$ cat config.mk
export PLATFORM = sky130hd
export DESIGN_NAME = ctrl_pipe_regs
export DESIGN_NICKNAME = d
export VERILOG_FILES = /design/src/rtl/ctrl_pipe_regs.sv
export SDC_FILE = /design/constraint.sdc
export NUM_CORES = 1
export LEC_CHECK = 0
export BUFFER_PORTS_ARGS = -buffer_cell sky130_fd_sc_hd__buf_4
export CAP_MARGIN = 20
export CORE_AREA = 2 2 75 77
export CTS_BUF_LIST = sky130_fd_sc_hd__clkbuf_4 sky130_fd_sc_hd__clkbuf_8
export CTS_CLUSTER_DIAMETER = 50
export DETAILED_ROUTE_END_ITERATION = 8
export DIE_AREA = 0 0 77 79
export PLACE_DENSITY = 0.66
export SLEW_MARGIN = 20
export SYNTH_ARGS = -nofsm -noshare
export SYNTH_HDL_FRONTEND = slang
export SYNTH_SLANG_ARGS = --single-unit
$ cat constraint.sdc
create_clock -name clk -period 2.6 [get_ports clk]
set_clock_uncertainty 0.05 [all_clocks]
set_input_delay 0.52 -clock clk [delete_from_list [all_inputs] [get_ports clk]]
set_output_delay 0.52 -clock clk [all_outputs]
set_load 0.05 [all_outputs]
$ cat src/rtl/ctrl_pipe_regs.sv
// Control-word pipeline registers ID/EX, EX/MEM and MEM/WB for the 5-stage core,
// with load-use bubble insertion, branch/jump squash and a saturating stall counter.
module ctrl_pipe_regs #(
    parameter int REG_AW = 5,
    parameter int CNT_W  = 16
) (
    input  logic              clk,
    input  logic              rst_n,
    input  logic              id_valid,
    input  logic [9:0]        id_ctrl,
    input  logic [REG_AW-1:0] id_rs,
    input  logic [REG_AW-1:0] id_rt,
    input  logic [REG_AW-1:0] id_rd,
    input  logic              br_taken_i,
    output logic [9:0]        ex_ctrl,
    output logic [REG_AW-1:0] ex_dst,
    output logic              ex_valid,
    output logic [4:0]        mem_ctrl,
    output logic [REG_AW-1:0] mem_dst,
    output logic              mem_valid,
    output logic [1:0]        wb_ctrl,
    output logic [REG_AW-1:0] wb_dst,
    output logic              stall_o,
    output logic              if_flush_o,
    output logic [CNT_W-1:0]  stall_cnt
);

    localparam int B_REGDST  = 9;
    localparam int B_MEMREAD = 5;
    localparam int B_JUMP    = 2;

    logic [9:0]        ex_ctrl_q, ex_ctrl_d;
    logic [REG_AW-1:0] ex_dst_q, ex_dst_d;
    logic              ex_valid_q, ex_valid_d;
    logic [4:0]        mem_ctrl_q, mem_ctrl_d;
    logic [REG_AW-1:0] mem_dst_q, mem_dst_d;
    logic              mem_valid_q, mem_valid_d;
    logic [1:0]        wb_ctrl_q, wb_ctrl_d;
    logic [REG_AW-1:0] wb_dst_q, wb_dst_d;
    logic [CNT_W-1:0]  cnt_q, cnt_d;

    logic              id_jump;
    logic [REG_AW-1:0] id_dst;
    logic              dst_hit;
    logic              haz;

    assign id_jump = id_ctrl[B_JUMP];
    assign id_dst  = id_ctrl[B_REGDST] ? id_rd : id_rt;
    assign dst_hit = (ex_dst_q == id_rs) || (ex_dst_q == id_rt);

    // A jump never stalls: it only redirects fetch, so it must not wait on a load.
    assign haz = id_valid && !id_jump && ex_valid_q
              && ex_ctrl_q[B_MEMREAD]
              && (ex_dst_q != '0) && dst_hit;

    assign stall_o    = haz && !br_taken_i;
    assign if_flush_o = br_taken_i || (id_valid && id_jump);

    always_comb begin
        ex_valid_d  = id_valid;
        ex_ctrl_d   = id_valid ? id_ctrl : '0;
        ex_dst_d    = id_valid ? id_dst : '0;
        mem_valid_d = ex_valid_q;
        mem_ctrl_d  = ex_ctrl_q[7:3];
        mem_dst_d   = ex_dst_q;
        wb_ctrl_d   = mem_ctrl_q[4:3];
        wb_dst_d    = mem_dst_q;
        cnt_d       = cnt_q;
        if (br_taken_i) begin
            ex_valid_d  = 1'b0;
            ex_ctrl_d   = '0;
            ex_dst_d    = '0;
            mem_valid_d = 1'b0;
            mem_ctrl_d  = '0;
            mem_dst_d   = '0;
        end else if (haz) begin
            ex_valid_d = 1'b0;
            ex_ctrl_d  = '0;
            ex_dst_d   = '0;
            if (cnt_q != '1) begin
                cnt_d = cnt_q + 1'b1;
            end
        end
    end

    always_ff @(posedge clk or negedge rst_n) begin
        if (!rst_n) begin
            ex_ctrl_q   <= '0;
            ex_dst_q    <= '0;
            ex_valid_q  <= 1'b0;
            mem_ctrl_q  <= '0;
            mem_dst_q   <= '0;
            mem_valid_q <= 1'b0;
            wb_ctrl_q   <= '0;
            wb_dst_q    <= '0;
            cnt_q       <= '0;
        end else begin
            ex_ctrl_q   <= ex_ctrl_d;
            ex_dst_q    <= ex_dst_d;
            ex_valid_q  <= ex_valid_d;
            mem_ctrl_q  <= mem_ctrl_d;
            mem_dst_q   <= mem_dst_d;
            mem_valid_q <= mem_valid_d;
            wb_ctrl_q   <= wb_ctrl_d;
            wb_dst_q    <= wb_dst_d;
            cnt_q       <= cnt_d;
        end
    end

    assign ex_ctrl   = ex_ctrl_q;
    assign ex_dst    = ex_dst_q;
    assign ex_valid  = ex_valid_q;
    assign mem_ctrl  = mem_ctrl_q;
    assign mem_dst   = mem_dst_q;
    assign mem_valid = mem_valid_q;
    assign wb_ctrl   = wb_ctrl_q;
    assign wb_dst    = wb_dst_q;
    assign stall_cnt = cnt_q;

endmodule

# --- Word-level counts from Yosys, hierarchy flattened ---
# Cells that the tools add are included.
op_classes:
  mux: 12
  n_lt_le_gt_ge: 0
  n_mul: 0
  add_sub_neg: 1
  bitwise_logic: 1
  n_div: 0
  reduce_logical: 13
  n_eq_ne: 3
  n_shift: 0
op_table:
  columns: ["op", "count"]
  rows:
  - ["$mux W10", 3]
  - ["$mux W5", 6]
  - ["$add A16 B1 Y16 const B", 1]
  - ["$ne A16 B16 Y1 const B", 1]
  - ["$eq A5 B5 Y1", 2]
  - ["$logic_and A1 B1 Y1", 7]
  - ["$reduce_bool A5 Y1", 1]
  - ["$mux W1", 3]
  - ["$reduce_and A3 Y1", 1]
  - ["$logic_not A1 Y1", 2]
  - ["$logic_or A1 B1 Y1", 2]
  - ["$not A1 Y1", 1]
word_totals:
  output_inout_bits: 52
  in_bits: 29
  reg_bits: 50
  latch_bits: 0
  word_cells: 39
  n_memories: 0
  ram_bits: 0
  mem_bits_ro: 0

# --- Logic depth before layout (Yosys ltp) ---
logic_depth:
  depth_word: 8
  depth_mapped: 8
  depth_no_buf: 7

# --- Least setup slack after synthesis ---
# No wires, ideal clock.
synth_timing:
  kind: "flip-flop to output port"
  from: "reg ex_dst_q[2], in the netlist ex_dst[2]"
  to: "out stall_o"
  arrival_time_ns: 2.254
  n_path_buf: 0
  path_slack_ns: -0.224
  required_time_ns: 2.030
  path_stages_with_launch: 5
  cell_sequence: "dfrtp_1 > xor2_1 > nor3_2 > a22oi_2 > nor3_1"
synth_between:
  elab_chain_cells: 4
  elab_cells_between_ends: 7
  cone_classes: "eq/ne: 2; reduce/logical: 5"
synth_lines:
  columns: ["element", "line", "rtl"]
  rows:
  - ["start: declaration", "33", "logic [REG_AW-1:0] ex_dst_q, ex_dst_d;"]
  - ["start signal: assignment", "99", "ex_dst_q <= ex_dst_d;"]
  - ["$eq A5 B5 Y1 / $reduce_bool A5 Y1 (equally long branches)", "49, 54", null]
  - ["$logic_or A1 B1 Y1 / $logic_and A1 B1 Y1 (equally long branches)", "49, 54", null]
  - ["$logic_and A1 B1 Y1 (*)", "54", "&& (ex_dst_q != '0) && dst_hit;"]
  - ["$logic_and A1 B1 Y1 (*)", "56", "assign stall_o = haz && !br_taken_i;"]
  - ["end: declaration", "23", "output logic stall_o,"]
# Mark *: on every way between the ends. The rest lies on a longest branch, timed or not.

# --- Final worst setup path ---
layout_timing:
  from: "reg ex_dst_q[1], in the netlist ex_dst[1]"
  to: "out stall_o"
# The elaborated chain is that of the path after synthesis.

==> metrics.sh <==
RUN_STATUS='complete, no violations'
MAX_SLEW.WORST_PIN.SLEW_NS=0.615
ANTENNA_VIOLATING_NETS_POST_ROUTE=0
ANTENNA_FOUND_INITIAL=0
ROUTED_VIA_DENSITY=4.41
MET2_LENGTH_UM=1930
TIMING.CRITICAL_PATH.BUF_INV=1
DELAY_OF_THE_SLOWEST_CRITICAL_PATH_STAGE_NS=0.55
DRC=0
YOSYS_REGISTER_BITS=50
FINALHOLDVIOLATIONS=0
WL_MET1_UM=1790
UNIQUE_CELL_TYPE_COUNT_IN_THE_YOSYS_NETLIST=32
CRIT-REG2REG-CAPTURE='stall_cnt[1]$_DFFE_PN0P_'
IOPINCOUNT=81
GRT_MAX_DEGREE=51
START_UTIL_PCT=38.0
WORST-ENDPOINT-REQUIRED_NS=2.03
DIE_AREA_UM2=6080
ROUTE.DETAILED.WL_PER_INST_UM=12.8
CP_DATA_ARRIVAL_TIME_NS=1.80
NUMBER_OF_BUFFERS_INSERTED_BY_HOLD_REPAIR_AT_CTS=0
TIMING.FINAL.CRIT_PERIOD_NS=2.37
NETLIST_AREA_UM2=2030
POWER.SEQUENTIAL.FRACTION_PCT=52.3
DESIGN.CORE.AREA_UM2=5340
CRITICAL_PATH.SLOWEST_CELL='sky130_fd_sc_hd__or4_1'
POWER_DENSITY_nW_PER_UM2=546
PINS_OVER_THEIR_SLEW_LIMIT=0
FINAL.FILL_COUNT=499
LAYOUT_COMMONEST_CELL='sky130_fd_sc_hd__buf_4'
CTS-ROOT-BUF='sky130_fd_sc_hd__clkbuf_8'
SYNTH_CELLS=158
REPORT.FINAL.SETUP_VIOL=0
FIRST_GLOBAL_VIAS=1368
LAYOUT_COMMON_CELLS='81 x sky130_fd_sc_hd__buf_4, 50 x sky130_fd_sc_hd__dfrtp_1, 13 x sky130_fd_sc_hd__nor2_1'
CTS_TREE='done'
WORST_IR_DROP_VDD_uV=250
CLK_PIN_SLEW_WORST_PATHS_NS=0.08
DIE_HEIGHT_UM=79
GLOBALPLACE.CONGESTION=0.751
MAX_TRANSITION_MARGIN_PCT=59.0
DETAIL_ROUTE_MET3_WL_UM=205
P_CLK_SHARE_PCT=34.9
FINAL_LAYOUT_SIZE_SUFFIX_GT1_SHARE_PCT=41.2
CTS-HTREE-LEVELS=2
CLOCK_INSERTION_DELAY_WORST_SKEW_NS=0.29
CTS_BUFFER_DEPTH=2
POST_CTS.REPAIR.SETUP_BUFFERS=0
SYN-NUM-NETS=188
CAP_VIOL_MAX_COUNT=0
HOLD_PATH.CLASS='in -> async'
GLOBAL_ROUTE_WIRE_LENGTH_BEFORE_REPAIR_UM=6770
OVERALL_VIA_COUNT_FROM_DETAIL_ROUTE=1390
POWER.SWITCHING_W=0.000368
POWER.LEAKAGE_nW=1.46
TOTALPOWERFINAL_W=0.00154
P_COMB_SHARE_PCT=12.9
WORSTPATHCELLLIST='or4_1, o21ai_2, nor3_2, buf_4'
NUM_ANTENNA_CELLS=0
GRT_SETUP_UNREPAIRED='false'
START_KIND='register'
OVERFLOW_LEFT_AFTER_GLOBAL_ROUTING=0
WIRELENGTH_UM=4050
GRTUSAGETOTAL_PCT=14.3
WORST_R2R_START='ex_dst[2]$_DFF_PN0_'
CTS-BUFFERS-INSERTED=5
INTERNAL_POWER_CONSUMPTION_W=0.00118
POST_CTS_RESIZED=0
FINAL_CORE_UTILIZATION_PCT=52.9
STANDARD_CELL_ROWS=27
CRITICAL_PATH_DEPTH=4
SETUP-TNS-FINAL_NS=0
REGTOREGSETUPSLACK_NS=0.60
CRITICAL_PATH_START_END_CLASSIFICATION='reg -> out'
DR.MAX_LAYER_USED='met4'
PORT_BUFFERS=80
SWITCHING_SHARE_PCT=23.8
YOSYSSEQAREASHARE_PCT=61.7
CLOCK.FMAX_MHz=422
WORST_PATH_DOMINANT_CELL_FAMILY='simple AND/OR/NAND/NOR gates'
DIE_WIDTH_UM=77
REG2REG_DEPTH=6
DRT_PRE_ANTENNA_ITERS=4
FINAL_MIN_PERIOD_OVER_CLOCK_PERIOD_PCT=91.1
CTS.SINK_COUNT=50
FINISH.NET_COUNT=273
YOSYS_WARNINGS=0
DETAIL_ROUTE.ITER0.VIOLATIONS=96
CRIT_PATH_END_KIND='output pin'
DP_HPWL_UM=3070
AREA_GROWTH_SYN_TO_LAYOUT_PCT=39.3
AVGSYNTHCELLAREA_UM2=12.8
WORSTPATHMAXFANOUT=5
==> per-layer routing <==
layer  vias up  track usage [%]
li1        695                -
met1       644             19.1
met2        42             22.3
met3         9             3.41
met4         0             6.79
met5         -                0
==> flip-flops by register name, indices dropped and copies added (netlist names) <==
name and count:
ex_dst 5, wb_ctrl 2, mem_valid 1, mem_ctrl 5, ex_valid 1, mem_dst 5
ex_ctrl 10, wb_dst 5, stall_cnt 16
==> cells in the mapped netlist <==
master | count | area (µm²)
sky130_fd_sc_hd__dfrtp_1 | 50 | 1250
sky130_fd_sc_hd__nor3_2 | 2 | 20.0
sky130_fd_sc_hd__and4_1 | 1 | 8.76
sky130_fd_sc_hd__nor2_1 | 13 | 48.8
sky130_fd_sc_hd__nor2b_1 | 11 | 68.8
sky130_fd_sc_hd__nand4_1 | 7 | 43.8
sky130_fd_sc_hd__o21ai_2 | 1 | 8.76
sky130_fd_sc_hd__a22oi_2 | 1 | 12.5
sky130_fd_sc_hd__mux2_2 | 1 | 11.3
sky130_fd_sc_hd__nor3_1 | 1 | 5.00
sky130_fd_sc_hd__inv_2 | 1 | 3.75
sky130_fd_sc_hd__or2_4 | 1 | 8.76
sky130_fd_sc_hd__and4b_1 | 1 | 10.0
sky130_fd_sc_hd__nor4_2 | 1 | 12.5
sky130_fd_sc_hd__xnor2_1 | 12 | 105
sky130_fd_sc_hd__or3_1 | 1 | 6.26
sky130_fd_sc_hd__xor2_1 | 12 | 105
sky130_fd_sc_hd__nor4_4 | 1 | 21.3
sky130_fd_sc_hd__clkbuf_1 | 1 | 3.75
sky130_fd_sc_hd__or4_1 | 1 | 7.51
sky130_fd_sc_hd__mux2i_1 | 6 | 60.1
sky130_fd_sc_hd__nand2b_1 | 2 | 12.5
sky130_fd_sc_hd__nor4b_2 | 1 | 15.0
sky130_fd_sc_hd__inv_1 | 3 | 11.3
sky130_fd_sc_hd__buf_6 | 1 | 11.3
sky130_fd_sc_hd__and2_1 | 9 | 56.3
sky130_fd_sc_hd__buf_1 | 1 | 3.75
sky130_fd_sc_hd__nand3_1 | 7 | 35.0
sky130_fd_sc_hd__nand2_1 | 4 | 15.0
sky130_fd_sc_hd__and3_1 | 2 | 12.5
sky130_fd_sc_hd__ha_1 | 1 | 12.5
sky130_fd_sc_hd__nand3b_4 | 1 | 20.0
==> logic make-up (layout without fill, tap and decap cells) <==
kind of cell               after synthesis  in the layout  synth area share (%)
DFF                                     50             50                  61.7
xor gates and xnor gates                24             24                  10.4
buffers and inverters                    7             92                  1.67
AOI/OAI and AO/OA                        2              2                  1.05
muxes                                    7              7                  3.52
and+or+nand+nor                         67             67                  21.1
adders and majority gates                1              1                 0.617
==> power groups by stage <==
stage	clock network, W	registers [W]	logic (W)
after floorplan	0	0.000886	0.0000443
after global placement	0	0.000823	0.000200
after detailed placement	0	0.000823	0.000201
after CTS	0.000559	0.000807	0.000201
after global routing	0.000598	0.000810	0.000212
final	0.000538	0.000807	0.000198
==> cell type report <==
cell class,count,area (µm²),share of cell area (%)
sequential,50,1250,44.3
multi-input combinational,101,748,26.5
timing repair buffer,81,608,21.5
tap,72,90.1,3.19
clock buffer,6,82.6,2.92
clock inverter,1,30.0,1.06
inverter,4,15.0,0.531
==> worst max-delay path by stage <==
stage | from | to | slack [ns]
2_1_floorplan | ex_dst[2]$_DFF_PN0_ | stall_o | 0.20
3_3_place_gp | id_rt[2] | stall_cnt[1]$_DFFE_PN0P_ | 0.48
3_5_place_dp | id_rt[2] | stall_cnt[1]$_DFFE_PN0P_ | 0.47
4_1_cts | ex_dst[1]$_DFF_PN0_ | stall_o | 0.22
5_1_grt | ex_dst[1]$_DFF_PN0_ | stall_o | 0.13
6_report | ex_dst[1]$_DFF_PN0_ | stall_o | 0.23
==> metrics by stage <==
stage / cells / hold WS (ns) / worst slack, ns / instance area, µm²
after floorplan: 158 / 0.174 / 0.203 / 2030
final: 315 / 0.189 / 0.230 / 2830
after CTS: 315 / 0.205 / 0.222 / 2830
after global placement: 308 / 0.310 / 0.484 / 2710
after detailed placement: 308 / 0.314 / 0.465 / 2710
after global routing: 315 / 0.216 / 0.127 / 2830
Note: power is estimated with default switching activity, not from simulation.
